$ cat src/rtl/sprite_rom_arbiter_if.sv
// Requester-side bus of the sprite ROM arbiter: burst requests, grants and tagged read-data return.
interface sprite_rom_arbiter_if #(
    parameter int ADDR_W = 13,
    parameter int DATA_W = 8,
    parameter int LEN_W  = 7
);
    logic [1:0]        req;
    logic [ADDR_W-1:0] start_addr0;
    logic [ADDR_W-1:0] start_addr1;
    logic [LEN_W-1:0]  len0;
    logic [LEN_W-1:0]  len1;
    logic [1:0]        gnt;
    logic              busy;
    logic [1:0]        rd_valid;
    logic [DATA_W-1:0] rd_data;
    logic              rd_last;
    logic              err;

    modport master (
        output req, start_addr0, start_addr1, len0, len1,
        input  gnt, busy, rd_valid, rd_data, rd_last, err
    );

    modport slave (
        input  req, start_addr0, start_addr1, len0, len1,
        output gnt, busy, rd_valid, rd_data, rd_last, err
    );
endinterface

$ cat src/rtl/sprite_rom_arbiter.sv
// Two-requester burst arbiter for a single registered-read sprite ROM port.
// Define SPRITE_ARB_RR_EN for round-robin tie-breaking; otherwise requester 0 has fixed priority.
module sprite_rom_arbiter #(
    parameter int ADDR_W = 13,
    parameter int DATA_W = 8,
    parameter int DEPTH  = 6816,
    parameter int LEN_W  = 7
) (
    input  logic              clk_pix,
    input  logic              reset_n,
    sprite_rom_arbiter_if.slave bus,
    output logic [ADDR_W-1:0] rom_addr,
    input  logic [DATA_W-1:0] rom_data
);
    typedef enum logic {S_IDLE, S_BURST} state_t;

    localparam logic [ADDR_W:0] DEPTH_X = (ADDR_W+1)'(DEPTH);

    state_t            state_reg;
    logic [ADDR_W-1:0] addr_reg;
    logic [ADDR_W-1:0] rom_addr_reg;
    logic [LEN_W-1:0]  cnt_reg;
    logic              owner_reg;
    logic              oor_reg;
    logic              wrap_reg;
    logic [1:0]        rd_valid_reg;
    logic              rd_last_reg;
    logic              err_reg;
`ifdef SPRITE_ARB_RR_EN
    logic              last_gnt_reg;
`endif

    logic              any_req;
    logic              do_grant;
    logic              winner;
    logic [ADDR_W-1:0] sel_start;
    logic [LEN_W-1:0]  sel_len;
    logic [LEN_W-1:0]  sel_len_eff;
    logic [ADDR_W-1:0] inc_addr;
    logic              inc_carry;
    logic [ADDR_W-1:0] addr_next;
    logic              oor_next;

    function automatic logic out_of_range(input logic [ADDR_W-1:0] a);
        return {1'b0, a} >= DEPTH_X;
    endfunction

    assign any_req  = |bus.req;
    assign do_grant = (state_reg == S_IDLE) && any_req;

    always_comb begin
`ifdef SPRITE_ARB_RR_EN
        winner = (bus.req == 2'b11) ? ~last_gnt_reg : ~bus.req[0];
`else
        winner = ~bus.req[0];
`endif
    end

    assign sel_start   = winner ? bus.start_addr1 : bus.start_addr0;
    assign sel_len     = winner ? bus.len1 : bus.len0;
    assign sel_len_eff = (sel_len == '0) ? LEN_W'(1) : sel_len;

    // The carry makes a wrapped address stay out of range for the rest of the burst.
    assign {inc_carry, inc_addr} = {1'b0, addr_reg} + (ADDR_W+1)'(1);

    always_comb begin
        addr_next = inc_addr;
        oor_next  = wrap_reg | inc_carry | out_of_range(inc_addr);
        if (state_reg == S_IDLE) begin
            addr_next = sel_start;
            oor_next  = out_of_range(sel_start);
        end
    end

    // gnt is decoded in the arbitration cycle itself; reset_n gating keeps it low during reset.
    genvar gi;
    generate
        for (gi = 0; gi < 2; gi++) begin : g_gnt
            assign bus.gnt[gi] = reset_n && do_grant && (winner == 1'(gi));
        end
    endgenerate

    always_ff @(posedge clk_pix or negedge reset_n) begin
        if (!reset_n) begin
            state_reg    <= S_IDLE;
            addr_reg     <= '0;
            rom_addr_reg <= '0;
            cnt_reg      <= '0;
            owner_reg    <= 1'b0;
            oor_reg      <= 1'b0;
            wrap_reg     <= 1'b0;
            rd_valid_reg <= 2'b00;
            rd_last_reg  <= 1'b0;
            err_reg      <= 1'b0;
`ifdef SPRITE_ARB_RR_EN
            last_gnt_reg <= 1'b1;
`endif
        end else begin
            rd_valid_reg <= 2'b00;
            rd_last_reg  <= 1'b0;
            err_reg      <= 1'b0;
            case (state_reg)
                S_IDLE: begin
                    if (any_req) begin
                        state_reg    <= S_BURST;
                        owner_reg    <= winner;
                        cnt_reg      <= sel_len_eff;
                        addr_reg     <= addr_next;
                        oor_reg      <= oor_next;
                        wrap_reg     <= 1'b0;
                        rom_addr_reg <= oor_next ? '0 : addr_next;
`ifdef SPRITE_ARB_RR_EN
                        last_gnt_reg <= winner;
`endif
                    end
                end
                S_BURST: begin
                    // Tag the beat now on rom_addr; it pairs with rom_data one cycle later.
                    rd_valid_reg <= owner_reg ? 2'b10 : 2'b01;
                    rd_last_reg  <= (cnt_reg == LEN_W'(1));
                    err_reg      <= oor_reg;
                    if (cnt_reg == LEN_W'(1)) begin
                        state_reg <= S_IDLE;
                    end else begin
                        cnt_reg      <= cnt_reg - LEN_W'(1);
                        addr_reg     <= addr_next;
                        oor_reg      <= oor_next;
                        wrap_reg     <= wrap_reg | inc_carry;
                        rom_addr_reg <= oor_next ? '0 : addr_next;
                    end
                end
                default: state_reg <= S_IDLE;
            endcase
        end
    end

    assign rom_addr     = rom_addr_reg;
    assign bus.busy     = (state_reg == S_BURST);
    assign bus.rd_valid = rd_valid_reg;
    assign bus.rd_last  = rd_last_reg;
    assign bus.err      = err_reg;
    assign bus.rd_data  = ((|rd_valid_reg) && !err_reg) ? rom_data : '0;
endmodule

$ cat src/flat_wrapper.sv
// flat-port wrapper written by rule: the top's interface ports become plain ports
module sprite_rom_arbiter_flat 
#(
    parameter int ADDR_W = 13,
    parameter int DATA_W = 8,
    parameter int DEPTH  = 6816,
    parameter int LEN_W  = 7
)
  (clk_pix, reset_n, rom_addr, rom_data, bus_req, bus_start_addr0, bus_start_addr1, bus_len0, bus_len1, bus_gnt, bus_busy, bus_rd_valid, bus_rd_data, bus_rd_last, bus_err);
  sprite_rom_arbiter_if #(.ADDR_W(ADDR_W), .DATA_W(DATA_W), .LEN_W(LEN_W)) bus_i ();
  input  logic clk_pix;
  input  logic reset_n;
  output logic [ADDR_W-1:0] rom_addr;
  input  logic [DATA_W-1:0] rom_data;
  input wire logic [$bits(bus_i.req)-1:0] bus_req;
  input wire logic [$bits(bus_i.start_addr0)-1:0] bus_start_addr0;
  input wire logic [$bits(bus_i.start_addr1)-1:0] bus_start_addr1;
  input wire logic [$bits(bus_i.len0)-1:0] bus_len0;
  input wire logic [$bits(bus_i.len1)-1:0] bus_len1;
  output wire logic [$bits(bus_i.gnt)-1:0] bus_gnt;
  output wire logic [$bits(bus_i.busy)-1:0] bus_busy;
  output wire logic [$bits(bus_i.rd_valid)-1:0] bus_rd_valid;
  output wire logic [$bits(bus_i.rd_data)-1:0] bus_rd_data;
  output wire logic [$bits(bus_i.rd_last)-1:0] bus_rd_last;
  output wire logic [$bits(bus_i.err)-1:0] bus_err;
  assign bus_i.req = bus_req;
  assign bus_i.start_addr0 = bus_start_addr0;
  assign bus_i.start_addr1 = bus_start_addr1;
  assign bus_i.len0 = bus_len0;
  assign bus_i.len1 = bus_len1;
  assign bus_gnt = bus_i.gnt;
  assign bus_busy = bus_i.busy;
  assign bus_rd_valid = bus_i.rd_valid;
  assign bus_rd_data = bus_i.rd_data;
  assign bus_rd_last = bus_i.rd_last;
  assign bus_err = bus_i.err;
  sprite_rom_arbiter #(.ADDR_W(ADDR_W), .DATA_W(DATA_W), .DEPTH(DEPTH), .LEN_W(LEN_W)) u_core (.clk_pix(clk_pix), .reset_n(reset_n), .bus(bus_i), .rom_addr(rom_addr), .rom_data(rom_data));
endmodule
$ cat config.mk
export PLATFORM = sky130hd
export DESIGN_NAME = sprite_rom_arbiter_flat
export DESIGN_NICKNAME = d
export VERILOG_FILES = /design/src/rtl/sprite_rom_arbiter_if.sv /design/src/rtl/sprite_rom_arbiter.sv /design/src/flat_wrapper.sv
export SDC_FILE = /design/constraint.sdc
export NUM_CORES = 1
export LEC_CHECK = 0
export ABC_CLOCK_PERIOD_IN_PS = 1950
export BUFFER_PORTS_ARGS = -buffer_cell sky130_fd_sc_hd__buf_2
export CAP_MARGIN = 20
export CORE_UTILIZATION = 30
export CTS_BUF_LIST = sky130_fd_sc_hd__clkbuf_2 sky130_fd_sc_hd__clkbuf_4 sky130_fd_sc_hd__clkbuf_8
export CTS_CLUSTER_SIZE = 16
export DETAILED_ROUTE_END_ITERATION = 10
export MAX_ROUTING_LAYER = met4
export PLACE_DENSITY = 0.58
export SYNTH_ARGS = -nofsm -noshare
export SYNTH_HDL_FRONTEND = slang
export SYNTH_SLANG_ARGS = --single-unit
$ cat constraint.sdc
create_clock -name clk_pix -period 1.95 [get_ports clk_pix]
set_input_delay 0.0975 -clock clk_pix [delete_from_list [all_inputs] [get_ports clk_pix]]
set_output_delay 0.0975 -clock clk_pix [all_outputs]
set_load 0.01 [all_outputs]
After elaboration in Yosys (flattened, before gate mapping)
Cells that the tools add are included.
- register bits after elaboration: 41
- memories kept: 0
- bits in latches: 0
- bits in writable memories: 0
- output and inout port bits: 28
- bits of input ports: 52
- memory bits (read-only): 0
- add/subtract/negate cells: 2
- shift-type cells: 0
- multiplexer cells: 29
- bitwise gates (word level): 4
- equal/unequal tests: 3
- divide/modulo/power cells: 0
- multiply operators: 0
- $lt $le $gt $ge: 2
- reductions and logical operators: 11
- operators by type and width (cell ; count):
    13-bit two-way mux ; 7
    13-bit one-hot mux with 2 select lines ; 2
    7-bit two-way mux ; 4
    13-bit greater-or-equal comparator (second input constant) ; 2
    13-bit by 1-bit adder with 14-bit output (second input constant) ; 1
    7-bit one-hot mux with 2 select lines ; 1
    1-bit two-way mux ; 9
    8-bit two-way mux ; 1
    7-bit by 1-bit == test with 1-bit output (second input constant) ; 1
    7-bit logical NOT ; 1
    7-bit by 1-bit subtractor with 7-bit output (second input constant) ; 1
    1-bit one-hot mux with 2 select lines ; 3
    1-bit logical AND ; 5
    2-bit two-way mux ; 2
    2-bit AND reduction ; 2
    2-bit OR reduction ; 2
    2-bit by 1-bit inequality test with 1-bit output (second input constant) ; 1
    2-bit inequality test (second input constant) ; 1
    1-bit inverter ; 2
    1-bit OR ; 2
    1-bit logical NOT ; 1

Logic depth before layout (Yosys ltp)
- word-level depth: 7
- mapped depth: 11
- mapped depth without buffers: 9

Least setup slack after synthesis
Ideal clock, no wire load.
- kind: flip-flop to flip-flop
- start: register u_core.addr_reg[0]
- end: register u_core.rom_addr_reg[0], in the netlist u_core.rom_addr[0]
- library setup time: 126 ps
- cell stages (with the launch flop): 10
- path slack: -194 ps
- required time: 1824 ps
- arrival time: 2018 ps
- cells stage by stage: dfrtp_1 > ha_1 > and4_1 > mux2i_1 > a211o_1 > a21oi_1 > o221ai_2 > a21oi_2 > buf_6 > o21ai_0
- cells in the longest elaborated chain, start to end: 7
- ends and longest elaborated chain (item ; line ; source):
    start: declaration ; sprite_rom_arbiter.sv:20 ; logic [ADDR_W-1:0] addr_reg;
    start signal: assignment ; sprite_rom_arbiter.sv:108 ; addr_reg <= addr_next;
    start signal: assignment ; sprite_rom_arbiter.sv:126 ; addr_reg <= addr_next;
    13-bit by 1-bit adder with 14-bit output * ; sprite_rom_arbiter.sv:64 ; assign {inc_carry, inc_addr} = {1'b0, addr_reg} + (ADDR_W+1)'(1);
    13-bit greater-or-equal comparator / 1-bit OR (equally long branches) ; sprite_rom_arbiter.sv:45, sprite_rom_arbiter.sv:68 ;
    1-bit OR ; sprite_rom_arbiter.sv:68 ; oor_next = wrap_reg | inc_carry | out_of_range(inc_addr);
    1-bit two-way mux ; sprite_rom_arbiter.sv:69 ; if (state_reg == S_IDLE) begin
    13-bit two-way mux * ; sprite_rom_arbiter.sv:111, sprite_rom_arbiter.sv:129 ;
    13-bit two-way mux, on equally long branches ; sprite_rom_arbiter.sv:122, sprite_rom_arbiter.sv:104 ;
    13-bit one-hot mux with 2 select lines * ; sprite_rom_arbiter.sv:102 ; case (state_reg)
    end signal: assignment ; sprite_rom_arbiter.sv:111 ; rom_addr_reg <= oor_next ? '0 : addr_next;
    end signal: assignment ; sprite_rom_arbiter.sv:129 ; rom_addr_reg <= oor_next ? '0 : addr_next;
    end: declaration ; sprite_rom_arbiter.sv:21 ; logic [ADDR_W-1:0] rom_addr_reg;
Mark *: on every way between the ends. The rest lies on a longest branch, timed or not. The select of a mux whose other input is x is not followed.
A chain may end at the register's enable or synchronous reset.

Final worst setup path
- start: register u_core.addr_reg[0]
- end: register u_core.rom_addr_reg[9], in the netlist u_core.rom_addr[9]
The elaborated chain is that of the path after synthesis.

==> results.toml <==
[critical_path]
worstPathRequired_ns = 2.12
cp-start-kind = "flop"
r2r_start = "u_core.addr_reg[0]$_DFFE_PN0P_"
crit_arrival_ns = 2.17
crit_path_end_kind = "flop"
critPathLaunch = "u_core.addr_reg[0]$_DFFE_PN0P_"
critical_path_class = "reg -> reg"
crit_fanout = 8

[die]
io_pins = 80
start_util = 0.3087
dieWidth_um = 93.95
core_area_sq_mm = 0.008217
die_area_sq_mm = 0.008826
die_h_um = 93.95
fp-row-count = 33

[placed_design]
place_congestion = 0.8387
placed_area_sq_mm = 0.003253
hpwl_um = 5160
port_buffers = 79

[layout]
fin_nets = 452
regArea_sq_mm = 0.001026
final_core_util = 0.4271
area_growth_pct = 38.38
drive_above_1_share = 0.3995
n_fill_cell = 824
multi_input_area_sq_mm = 0.001525
design_area_sq_mm = 0.003510
antennaDiodeCount = 0

[clocking]
clk_latency_ns = 0.29
cts_root_buffer = "clkbuf_8"
cts_buffers = 5
clock_sinks = 41
clock_path_buffers = 2
clkTransAtPathRegs_ns = 0.08
htree_levels = 2
cts_tree = "done"

[pwr]
total_power_w = 0.004321
cellLeakagePower_nw = 1.636
p_per_area_mw_per_mm2 = 1231
peakVddDrop_v = 0.0004119

[yosys]
yosys.area_share.simple = 0.2131
synthAdderAreaFrac = 0.01480
async_flop_share = 1.000
post-synth-top-area-fraction = 0.4045
synthesis.area_sq_mm = 0.002536
synth_top_family_by_area = "simple AND/OR/NAND/NOR gates"
synthMuxAreaShare = 0.07943
ys_seq_area_frac = 0.4045
yosysTopAreaCell = "dfrtp_1"
ys_seq_elements = 41
syn_avg_cell_area_sq_um = 8.626
synth_cell_types = 44
synth_xor_area_frac = 0.03799
synth_edf_count = 0
synth_warnings = 0
synth-compound-area-share = 0.2037
synthFlopType = "dfrtp_1"
synth.most_common_cell = "dfrtp_1"
ys_top_cells_by_count = "41 x dfrtp_1, 37 x nand2_1, 26 x o21ai_0"
ys_top_cells_by_area = "dfrtp_1 40%, nand2_1 5.5%, o21ai_0 5.1%, mux2_2 4.0%, mux2i_1 3.9%"
syn_inst = 294
synth_fp_nets = 349

[sta]
layout_setup_ws_ns = -0.05092
slew_violations = 0
setup_viol = 14
rsz0062_at_grt = "yes"
tightest_slew_ns = 0.5198
skew_ns = 0.007414
post-route-period-util = 1.026
whs_ns = 0.1473
maxSlewHeadroom = 0.6535
min_period_ns = 2.001
setup_tns_ns = -0.3922
clock.fmax_ghz = 0.4998
hold_viol = 0

[routing]
drt.antenna.violating_nets = 0
drt-vias-per-instance = 4.944
drt_wl_total_um = 6870
drcViolationCount = 0
wire_per_inst_um = 13.66
num_vias = 2487
drt_iter0_drc = 112
first_pass_iters = 4

[global_routing]
grt.total_usage = 0.1672
grt_pass1_wl_um = 11300
antenna_found_initial = 0
grt_max_degree = 42
grt_pass1_vias = 2350
grt_overflow = 0

[outcome]
status = "finished, violations left"
violations = "negative setup slack"

[worst_hold_path]
holdCritPathClass = "in -> reg"
hold_start = "bus_req[1]"

[run]
maxCapViolCount = 0
## where the power goes
part           total (W)  internal (W)  switching (W)
sequential       0.00151       0.00121       0.000299
combinational    0.00225       0.00113        0.00112
clock           0.000560      0.000262       0.000298
## final cells by class
type	count	area share
Sequential cell	41	0.2923
Timing Repair Buffer	116	0.2029
Tap cell	105	0.03743
Clock buffer	6	0.02175
Clock inverter	2	0.002852
Inverter	7	0.008200
Multi-Input combinational cell	226	0.4346
## cells in the final DEF, fill, tap and decap left out, types with 4 or more instances in the layout
cell type and count:
o21ai_1 7, nor2_1 24, a21oi_1 18, a21o_1 5
nand3_1 12, buf_4 31, xnor2_1 7, dfrtp_1 41
o31ai_1 4, nand2_1 36, a211oi_1 5, mux2i_1 10
clkbuf_8 5, o21ai_0 20, buf_2 79, inv_1 5
and2_1 12, nor3_1 6, mux2_2 9
## timing repair
action / 4_1_cts / 5_1_grt
pin swaps: 5 / 8
setup endpoints to repair: 16 / 25
buffers inserted: 4 / 1
hold endpoints to repair: 41 / 0
hold buffers: 1 / 0
resized for setup: 4 / 21
## final timing paths
kind	cells after the start	to	slack, ns
hold reg to reg	1	u_core.bus.rd_valid[0]$_DFF_PN0_	0.44
max in group asynchronous	3	u_core.addr_reg[4]$_DFFE_PN0P_	1.14
hold / removal	4	u_core.wrap_reg$_DFFE_PN0P_	0.15
setup / recovery	9	u_core.rom_addr[9]$_DFFE_PN0P_	-0.05
setup reg to reg	9	u_core.rom_addr[9]$_DFFE_PN0P_	-0.05
min in group asynchronous	3	u_core.owner_reg$_DFFE_PN0P_	0.45
## through the flow
step                      worst slack (ns)  instances
after CTS                         -0.06116        502
after global routing               -0.1559        503
after floorplan                   -0.04885        294
after detailed placement          -0.06407        489
final                             -0.05092        503
after global placement            0.005316        489
## per-layer routing
| metal | global-route usage | share of wire | vias up | wire length (um) |
|---|---|---|---|---|
| li1 | - | - | 1246 | - |
| met1 | 0.2345 | 0.49 | 1167 | 3337 |
| met2 | 0.2536 | 0.46 | 65 | 3167 |
| met3 | 0.02589 | 0.043 | 9 | 298 |
| met4 | 0.03846 | 0.0098 | 0 | 67 |
| met5 | - | 0 | - | 0 |
## cell families (layout without fill, tap and decap cells)
family | count (synthesis) | in the layout
AOI/OAI and AO/OA | 83 | 83
xor gates and xnor gates | 11 | 11
adders and majority gates | 3 | 3
buffers and inverters | 27 | 131
DFF | 41 | 41
muxes | 19 | 19
and+or+nand+nor | 110 | 110
## critical path: stages, from the launching register on
cell	delay (ns)
dfrtp_1	0.44
ha_4	0.19
nand2_1	0.14
a311oi_1	0.11
a211o_1	0.29
a21oi_2	0.16
o221ai_2	0.10
a21oi_2	0.20
buf_6	0.18
o31ai_4	0.07
Power figures use the tool's default switching activity.
